$ cat src/rtl/rt_ibex_pcs_pkg.sv
// Shared types and width helpers for the preemptible context-save stack controller.
package rt_ibex_pcs_pkg;

    localparam int unsigned PcsDefaultDepth = 8;

    typedef enum logic [2:0] {
        PcsIdle,
        PcsSave,
        PcsRdReq,
        PcsRdRsp,
        PcsAck
    } pcs_state_e;

    // Stack pointer must represent 0..Depth inclusive.
    function automatic int unsigned pcs_sp_width(input int unsigned depth);
        return $clog2(depth + 1);
    endfunction

    function automatic int unsigned pcs_addr_width(input int unsigned depth);
        return (depth > 1) ? $clog2(depth) : 1;
    endfunction

endpackage

$ cat src/rtl/rt_ibex_pcs_lvl_stack.sv
// Per-frame interrupt level storage: push at sp, replace/read the top frame at sp-1.
module rt_ibex_pcs_lvl_stack
    import rt_ibex_pcs_pkg::*;
#(
    parameter  int unsigned Depth         = PcsDefaultDepth,
    parameter  int unsigned IrqLevelWidth = 8,
    localparam int unsigned SpW           = pcs_sp_width(Depth),
    localparam int unsigned AddrW         = pcs_addr_width(Depth)
) (
    input  logic                     clk_i,
    input  logic                     rst_ni,
    input  logic                     push_i,
    input  logic                     replace_i,
    input  logic [SpW-1:0]           sp_i,
    input  logic [IrqLevelWidth-1:0] level_i,
    output logic [IrqLevelWidth-1:0] top_o
);

    logic [IrqLevelWidth-1:0] lvl_q [Depth];
    logic [AddrW-1:0]         push_idx;
    logic [AddrW-1:0]         top_idx;

    assign push_idx = sp_i[AddrW-1:0];
    assign top_idx  = AddrW'(sp_i - SpW'(1));

    // NOTE: this array is small control state that level_o exposes directly, so every
    // entry is reset; the bulk register data lives in the external SRAM and is not.
    always_ff @(posedge clk_i or negedge rst_ni) begin
        if (!rst_ni) begin
            for (int unsigned i = 0; i < Depth; i++) begin
                lvl_q[i] <= '0;
            end
        end else if (push_i) begin
            lvl_q[push_idx] <= level_i;
        end else if (replace_i) begin
            lvl_q[top_idx] <= level_i;
        end
    end

    assign top_o = (sp_i != '0) ? lvl_q[top_idx] : '0;

endmodule

$ cat src/rtl/rt_ibex_pcs_ctrl.sv
// PCS stack controller: turns IRQ entry/return events into push/pop transfers on a
// single-port latency-1 SRAM, tracking nesting depth and per-frame interrupt level.
module rt_ibex_pcs_ctrl
    import rt_ibex_pcs_pkg::*;
#(
    parameter  int unsigned NrSavedRegs   = 9,
    parameter  int unsigned DataWidth     = 32,
    parameter  int unsigned Depth         = PcsDefaultDepth,
    parameter  int unsigned IrqLevelWidth = 8,
    localparam int unsigned SpW           = pcs_sp_width(Depth),
    localparam int unsigned AddrW         = pcs_addr_width(Depth),
    localparam int unsigned MemW          = NrSavedRegs * DataWidth
) (
    input  logic                                   clk_i,
    input  logic                                   rst_ni,
    input  logic                                   irq_ack_i,
    input  logic [IrqLevelWidth-1:0]               irq_level_i,
    input  logic                                   mret_i,
    input  logic [NrSavedRegs-1:0][DataWidth-1:0]  store_data_i,
    output logic [NrSavedRegs-1:0][DataWidth-1:0]  restore_data_o,
    output logic                                   restore_en_o,
    output logic                                   busy_o,
    output logic                                   done_o,
    output logic [IrqLevelWidth-1:0]               level_o,
    output logic [SpW-1:0]                         depth_o,
    output logic                                   err_o,
    output logic                                   mem_req_o,
    output logic                                   mem_we_o,
    output logic [AddrW-1:0]                       mem_addr_o,
    output logic [MemW-1:0]                        mem_wdata_o,
    input  logic [MemW-1:0]                        mem_rdata_i
);

    pcs_state_e               state_q, state_d;
    logic [SpW-1:0]           sp_q;
    logic                     err_q;
    logic [IrqLevelWidth-1:0] cap_level_q;

    logic sp_full, sp_empty;
    logic sp_inc, sp_dec, err_set, cap_en, lvl_push, lvl_replace;
    logic [IrqLevelWidth-1:0] lvl_wdata;

    assign sp_full  = (sp_q == SpW'(Depth));
    assign sp_empty = (sp_q == '0);

    // NOTE: every signal written here gets a default first, so no path leaves one
    // unassigned and no latch is inferred.
    always_comb begin
        state_d        = state_q;
        sp_inc         = 1'b0;
        sp_dec         = 1'b0;
        err_set        = 1'b0;
        cap_en         = 1'b0;
        lvl_replace    = 1'b0;
        mem_req_o      = 1'b0;
        mem_we_o       = 1'b0;
        mem_addr_o     = '0;
        mem_wdata_o    = '0;
        restore_data_o = '0;
        restore_en_o   = 1'b0;
        done_o         = 1'b0;

        unique case (state_q)
            PcsIdle: begin
                if (irq_ack_i && mret_i && !sp_empty) begin
                    // Tail-chain: the new handler reuses the frame being returned from.
                    lvl_replace = 1'b1;
                    state_d     = PcsAck;
                end else if (irq_ack_i) begin
                    err_set = mret_i;
                    if (!sp_full) begin
                        cap_en  = 1'b1;
                        state_d = PcsSave;
                    end else begin
                        err_set = 1'b1;
                        state_d = PcsAck;
                    end
                end else if (mret_i) begin
                    if (!sp_empty) begin
                        state_d = PcsRdReq;
                    end else begin
                        err_set = 1'b1;
                        state_d = PcsAck;
                    end
                end
            end
            PcsSave: begin
                mem_req_o  = 1'b1;
                mem_we_o   = 1'b1;
                mem_addr_o = sp_q[AddrW-1:0];
                for (int unsigned i = 0; i < NrSavedRegs; i++) begin
                    mem_wdata_o[DataWidth*i +: DataWidth] = store_data_i[i];
                end
                sp_inc  = 1'b1;
                done_o  = 1'b1;
                state_d = PcsIdle;
            end
            PcsRdReq: begin
                mem_req_o  = 1'b1;
                mem_addr_o = AddrW'(sp_q - SpW'(1));
                state_d    = PcsRdRsp;
            end
            PcsRdRsp: begin
                for (int unsigned i = 0; i < NrSavedRegs; i++) begin
                    restore_data_o[i] = mem_rdata_i[DataWidth*i +: DataWidth];
                end
                restore_en_o = 1'b1;
                done_o       = 1'b1;
                sp_dec       = 1'b1;
                state_d      = PcsIdle;
            end
            PcsAck: begin
                done_o  = 1'b1;
                state_d = PcsIdle;
            end
            default: state_d = PcsIdle;
        endcase
    end

    // NOTE: sequential state uses non-blocking assignments so every flop samples the
    // pre-edge values regardless of statement order.
    always_ff @(posedge clk_i or negedge rst_ni) begin
        if (!rst_ni) begin
            state_q     <= PcsIdle;
            sp_q        <= '0;
            err_q       <= 1'b0;
            cap_level_q <= '0;
        end else begin
            state_q <= state_d;
            if (err_set) begin
                err_q <= 1'b1;
            end
            if (cap_en) begin
                cap_level_q <= irq_level_i;
            end
            if (sp_inc && !sp_full) begin
                sp_q <= sp_q + SpW'(1);
            end else if (sp_dec && !sp_empty) begin
                sp_q <= sp_q - SpW'(1);
            end
        end
    end

    assign lvl_push  = (state_q == PcsSave);
    assign lvl_wdata = lvl_push ? cap_level_q : irq_level_i;

    rt_ibex_pcs_lvl_stack #(
        .Depth         (Depth),
        .IrqLevelWidth (IrqLevelWidth)
    ) u_lvl_stack (
        .clk_i     (clk_i),
        .rst_ni    (rst_ni),
        .push_i    (lvl_push),
        .replace_i (lvl_replace),
        .sp_i      (sp_q),
        .level_i   (lvl_wdata),
        .top_o     (level_o)
    );

    assign busy_o  = (state_q != PcsIdle);
    assign depth_o = sp_q;
    assign err_o   = err_q;

endmodule

$ cat config.mk
export PLATFORM = sky130hd
export DESIGN_NAME = rt_ibex_pcs_ctrl
export DESIGN_NICKNAME = d
export VERILOG_FILES = /design/src/rtl/rt_ibex_pcs_pkg.sv /design/src/rtl/rt_ibex_pcs_lvl_stack.sv /design/src/rtl/rt_ibex_pcs_ctrl.sv
export SDC_FILE = /design/constraint.sdc
export NUM_CORES = 1
export LEC_CHECK = 0
export ABC_AREA = 1
export CAP_MARGIN = 15
export CELL_PAD_IN_SITES_DETAIL_PLACEMENT = 1
export CELL_PAD_IN_SITES_GLOBAL_PLACEMENT = 2
export CORE_AREA = 2 2 463 465
export DETAILED_ROUTE_END_ITERATION = 7
export DIE_AREA = 0 0 465 467
export PLACE_DENSITY = 0.52
export SLEW_MARGIN = 25
export SYNTH_ARGS = -nofsm -noshare
export SYNTH_HDL_FRONTEND = slang
export SYNTH_SLANG_ARGS = --single-unit
$ cat constraint.sdc
create_clock -name clk_i -period 2.9 [get_ports clk_i]
set_clock_uncertainty 0.2 [all_clocks]
set_input_delay 0.29 -clock clk_i [delete_from_list [all_inputs] [get_ports clk_i]]
set_output_delay 0.29 -clock clk_i [all_outputs]
set_load 0.01 [all_outputs]
==> results.yml, run 1 <==
run_status:
  status: "complete, no violations"
routing:
  ant_nets: 0
  viasPerCell: 2.84
  drt-total-wl_microns: 177000
  drcViolationCount: 0
  vias: 17100
  drt-pass1-iter-count: 5
  drtIter0Drc: 981
  wl_per_cell_microns: 29.5
layout:
  fin_cells: 6023
  utilization_pct: 12.6
  final_area_sq_um: 26700
  fillers: 25600
  synthToLayoutAreaGrowth_pct: 173
  nets: 3762
  drive_gt1_share_pct: 9.07
floorplan:
  initial_core_util_pct: 4.63
  dieArea_sq_um: 217000
  die_w_microns: 465
  die_height_microns: 467
  core_area_sq_um: 212000
  fp-row-count: 169
  io_pins: 1185
global_routing:
  grt_pass1_vias: 17400
  grt_overflow: 0
  grt_pass1_wl_microns: 216000
  grt.total_usage_pct: 15.6
  grt_max_degree: 108
  antenna_found_initial: 175
setup_path:
  crit_arrival_ns: 2.36
  start_kind: "flop"
  worst-path-buf-inv: 3
  r2r-end: "u_lvl_stack.lvl_q[9]"
  required_ns: 2.41
  path_class: "flop to primary output"
  ff2ff_path_depth: 9
  slowest_delay_ns: 0.61
  endpoint_kind: "primary output"
  cp_cell_sequence: "inv_2, nand3_4, buf_12, nor2_1, clkdlybuf4s50_1"
  critPathTopFamily: "buffers and inverters"
  r2r_slack_ns: 0.37
  r2r-start: "depth_o[1]"
  slowest_stage: "clkdlybuf4s50_1"
  crit_path_max_fanout: 107
clock_tree:
  h-tree-depth: 3
  clk_latency_ns: 0.36
  cts_buffers: 9
  clock-sinks: 80
  cts_tree: "built"
  clock_path_buffers: 2
  cts-root-buf: "clkbuf_16"
  path_clk_slew_ns: 0.07
sta:
  worstMarginPinSlew_ns: 0.706
  slew_violations: 0
  finalSetupViolCount: 0
  finalCriticalPeriod_ns: 2.85
  fmax_mhz: 351
  rsz0062_at_grt: "yes"
  slew_headroom_pct: 53.0
  hold_violations: 0
  worst_slack_ns: 0.0510
  final.period_utilization_pct: 98.2
placement:
  place_ws_ns: 0.286
  dp.cells: 5976
  place_congestion: 0.944
  postPlaceCellArea_sq_um: 26000
  port_buffers: 1184
  dpl.hpwl_microns: 162000
synth:
  synth-seq-cells: 80
  synth_fp_nets: 2579
  syn_inst: 1989
  yosysSeqAreaShare_pct: 20.4
  synth_edf_count: 0
  synthArstFlopShare_pct: 100
  synth_cell_types: 34
  ys_warn_count: 0
  synthFlopType: "dfrtp_1"
  netlist_area_sq_um: 9790
  syn_area_per_cell_sq_um: 4.92
hold_path:
  hp-start: "u_lvl_stack.lvl_q[60]"
  worstHoldPathCells: 2
  hp-class: "flop to flop"
  min_to: "u_lvl_stack.lvl_q[60]"
power:
  static-leakage-power_uw: 0.0137
  vdd_drop_max_mv: 0.387
  power_per_cell_area_nw_per_um2: 662
flow_run:
  drv_cap: 0
## routing by layer
layer	global-route usage, %	wire length [microns]	part of all wire, %	vias up
li1	-	-	-	7820
met1	19.0	73800	42	8072
met2	25.9	81300	46	884
met3	7.32	19500	11	229
met4	1.20	2390	1.3	74
met5	0	447	0.25	-
## Yosys cell counts (3+ instances only)
cell / instances / area [sq um]
nor2_8: 6 / 120
buf_4: 3 / 22.5
nor2_4: 15 / 169
dfrtp_1: 80 / 2000
buf_2: 58 / 290
nor2_2: 4 / 25.0
inv_1: 599 / 2250
o21ai_2: 8 / 70.1
nor2_1: 593 / 2230
nand2_1: 465 / 1750
clkbuf_1: 13 / 48.8
buf_1: 12 / 45.0
inv_2: 10 / 37.5
xor2_1: 3 / 26.3
nand3_1: 41 / 205
nand3_2: 3 / 30.0
a21oi_1: 34 / 170
nand2_2: 6 / 37.5
o21ai_0: 17 / 85.1
## power breakdown
part	leakage, uW	internal [uW]	total, uW	switching [uW]
sequential	0.00106	1460	1750	295
combinational	0.0125	6010	14600	8590
clock	0.000154	780	1310	533
## per-stage QoR
stage          hold slack [ns]  total power (uW)  setup TNS, ns
2_1_floorplan           -0.206              6950              0
3_3_place_gp             0.174             16700              0
3_5_place_dp             0.174             16700              0
4_1_cts                  0.277             18100      -0.000235
5_1_grt                  0.305             18800         -0.179
6_report                 0.271             17700              0
## cell usage in the layout (no fill, tap or decap), types with 2 or more instances in the layout
master / synthesis / routed
inv_1: 599 / 598
nand3_1: 41 / 41
a21oi_2: 1 / 3
xor2_1: 3 / 3
dfrtp_1: 80 / 80
buf_16: 0 / 3
a21oi_1: 34 / 32
nor2_2: 4 / 7
o21ai_0: 17 / 17
o21ai_1: 2 / 2
dlygate4sd2_1: 0 / 17
nand3_2: 3 / 2
diode_2: 0 / 25
o21ai_2: 8 / 8
nor2_4: 15 / 15
buf_6: 2 / 6
dlymetal6s2s_1: 0 / 59
inv_2: 10 / 10
bufinv_16: 0 / 2
buf_4: 3 / 115
o22ai_1: 2 / 2
clkbuf_16: 0 / 13
clkbuf_1: 13 / 3
clkdlybuf4s50_1: 0 / 973
nor2_1: 593 / 590
nor2_8: 6 / 6
nand2_2: 6 / 6
nand2_1: 465 / 465
buf_12: 0 / 82
## registers in the layout, summed over array words and instances (netlist names)
register / flops
state_q: 3
err_o: 1
u_lvl_stack.lvl_q: 64
cap_level_q: 8
depth_o: 4
## worst max path at each step
| stage | from | end | slack, ns | cells past startpoint |
|---|---|---|---|---|
| 2_1_floorplan | depth_o[0] | level_o[0] | 0.22 | 9 |
| 3_3_place_gp | state_q[0] | restore_data_o[183] | 0.23 | 7 |
| 3_5_place_dp | state_q[0] | restore_data_o[183] | 0.29 | 7 |
| 4_1_cts | state_q[2] | mem_addr_o[0] | -0.0002 | 8 |
| 5_1_grt | state_q[0] | restore_data_o[250] | -0.02 | 7 |
| 6_report | state_q[1] | mem_wdata_o[183] | 0.05 | 5 |
## cell type report
type	instances	area (sq um)	area share, %
antenna	25	62.6	0.234
sequential	80	2000	7.50
multi-input combinational	1210	5080	19.0
tap	2821	3530	13.2
clock inverter	3	65.1	0.244
clock buffer	13	250	0.938
timing repair buffer	1261	13400	50.2
inverter	610	2300	8.63
## cell families (layout without fill, tap and decap cells)
group                      Yosys count  count (layout)  synth area share (%)
AOI/OAI and AO/OA                   68              68                  4.05
xor gates and xnor gates             4               4                 0.358
adders and majority gates            2               2                 0.256
buffers and inverters              699            1887                  27.9
DFF                                 80              80                  20.4
other                                0              25                     0
and+or+nand+nor                   1136            1136                  47.0
## tightest hold or removal path, delay by kind of cell (launching register included)
family	cells	cell delay, ns
DFF	1	0.34
and+or+nand+nor	2	0.09
## timing repair
item,in CTS,in global routing
hold buffers,1,0
setup endpoints to repair,68,154
endpoints found under the hold margin,18,0
gates resized for setup,19,74
setup buffers,0,1
pin swaps,0,1
cloned,0,4
Note: power is estimated with default switching activity, not from simulation.
==> run 2: changes to the inputs <==
--- a/config.mk
+++ b/config.mk
@@ -10,9 +10,11 @@
 export CELL_PAD_IN_SITES_DETAIL_PLACEMENT = 1
 export CELL_PAD_IN_SITES_GLOBAL_PLACEMENT = 2
 export CORE_AREA = 2 2 463 465
+export CTS_CLUSTER_SIZE = 28
 export DETAILED_ROUTE_END_ITERATION = 7
 export DIE_AREA = 0 0 465 467
-export PLACE_DENSITY = 0.52
+export PLACE_DENSITY_LB_ADDON = 0.1
+export SKIP_LAST_GASP = 1
 export SLEW_MARGIN = 25
 export SYNTH_ARGS = -nofsm -noshare
 export SYNTH_HDL_FRONTEND = slang
==> results.yml, run 2 (synthesized netlist as in run 1, its figures left out) <==
clock_tree:
  cts-root-buf: "clkbuf_16"
  clk_latency_ns: 0.39
  path_clk_slew_ns: 0.07
  cts_tree: "built"
  clock-sinks: 80
  clock_path_buffers: 2
  h-tree-depth: 3
  cts_buffers: 9
routing:
  drt-total-wl_microns: 187000
  drt-pass1-iter-count: 5
  wl_per_cell_microns: 30.6
  vias: 17100
  drcViolationCount: 0
  ant_nets: 0
  viasPerCell: 2.80
  drtIter0Drc: 707
global_routing:
  grt.total_usage_pct: 16.4
  grt_max_degree: 58
  grt_pass1_wl_microns: 227000
  grt_overflow: 0
  grt_pass1_vias: 17600
  antenna_found_initial: 168
power:
  p_switching_uw: 9860
  total_power_uw: 18000
  p_comb_share_pct: 82.9
  static-leakage-power_uw: 0.0157
  p_seq_share_pct: 9.8
  power_per_cell_area_nw_per_um2: 662
  intPower_uw: 8110
  switching_share_pct: 54.9
  vdd_drop_max_mv: 0.376
  p_clk_share_pct: 7.3
placement:
  postPlaceCellArea_sq_um: 25900
  dpl.hpwl_microns: 167000
  place_congestion: 0.886
  port_buffers: 1184
layout:
  mostFrequentLayoutCell: "clkdlybuf4s50_1"
  synthToLayoutAreaGrowth_pct: 177
  mostFrequentLayoutCells: "clkdlybuf4s50_1, inv_1, nor2_1"
  drive_gt1_share_pct: 8.69
  utilization_pct: 12.8
  nets: 3841
  largest_reg_flops: 64
  regMostFlops: "u_lvl_stack.lvl_q"
  final_area_sq_um: 27100
sta:
  slew_violations: 0
  finalCriticalPeriod_ns: 2.88
  rsz0062_at_grt: "yes"
  fin_hold_ws_ns: 0.248
  fmax_mhz: 347
  slew_headroom_pct: 58.1
  finalSetupViolCount: 0
  worstMarginPinSlew_ns: 0.627
  final.period_utilization_pct: 99.4
  hold_violations: 0
setup_path:
  path_class: "flop to primary output"
  r2r_slack_ns: 0.41
  crit_arrival_ns: 2.39
  required_ns: 2.41
  start_kind: "flop"
  crit_path_max_fanout: 45
  endpoint_kind: "primary output"
floorplan:
  die_w_microns: 465
  fp-row-count: 169
  dieArea_sq_um: 217000
  core_area_sq_um: 212000
  io_pins: 1185
  die_height_microns: 467
  initial_core_util_pct: 4.63
hold_path:
  hp-class: "primary input to asynchronous set/reset pin"
run_status:
  status: "complete, no violations"
flow_run:
  drv_cap: 0
-- run 2: changes by cell type in the layout (fill, tap and decap cells not counted), sizes merged, moves of 3 or more --
cell	before	now
clkbuf	17	20
clkdlybuf4s15	0	4
dlygate4sd2	17	166
dlymetal6s2s	59	124
clkdlybuf4s50	973	857
buf	207	175
bufbuf	0	4
-- run 2: critical path, cell delays in order (launching register included) --
cell and delay (ns):
dfrtp_1 0.36, inv_1 0.07, nor3_2 0.23, buf_6 0.17
inv_16 0.09, buf_16 0.24, nor2_1 0.09, buf_4 0.11
clkdlybuf4s50_1 0.53
-- run 2: through the flow --
step           setup WS (ns)  cells  TNS [ns]
6_report              0.0171   6102         0
5_1_grt              -0.0999   6078    -0.368
4_1_cts              -0.0883   6056     -2.19
3_5_place_dp         -0.0277   6019   -0.0277
3_3_place_gp         -0.0208   6019   -0.0314
2_1_floorplan          0.218   1989         0
-- run 2: final timing paths --
check	startpoint	end	depth (start not counted)
worst max register to register	state_q[0]	u_lvl_stack.lvl_q[35]	10
worst max-delay path	state_q[0]	restore_data_o[218]	8
max in group asynchronous	rst_ni	u_lvl_stack.lvl_q[11]	3
worst min register to register	u_lvl_stack.lvl_q[56]	u_lvl_stack.lvl_q[56]	2
worst min-delay path	rst_ni	u_lvl_stack.lvl_q[37]	2
min in group clk_i	u_lvl_stack.lvl_q[56]	u_lvl_stack.lvl_q[56]	2
-- run 2: layout make-up --
class | instances | area [sq um]
Timing Repair Buffer | 1340 | 13800
Clock buffer | 11 | 243
Multi-Input combinational cell | 1210 | 5140
Inverter | 610 | 2310
Clock inverter | 5 | 56.3
Sequential cell | 80 | 2000
Tap cell | 2821 | 3530
Fill cell | 25500 | 185000
Antenna cell | 25 | 62.6
-- run 2: per-layer routing --
metal / track usage, % / vias up / wire length (microns)
met2: 29.5 / 763 / 93000
met4: 1.08 / 38 / 1830
met1: 20.4 / 8049 / 80900
met5: 0 / - / 243
met3: 4.09 / 234 / 11100
li1: - / 7983 / -
-- run 2: timing repair --
item | CTS | global route
setup endpoints to repair | 337 | 320
gates cloned | 8 | 6
hold endpoints to repair | 32 | 0
pin swaps | 4 | 1
buffers inserted | 12 | 15
hold buffers | 1 | 0
gates resized for setup | 221 | 142
-- run 2: power by group through the flow --
stage | clock [uW] | combinational [uW] | sequential (uW)
after CTS | 1390 | 15300 | 1800
after detailed placement | 0 | 14900 | 1820
after global routing | 1400 | 16100 | 1820
after floorplan | 0 | 5310 | 1640
final | 1310 | 14900 | 1770
after global placement | 0 | 15100 | 1840
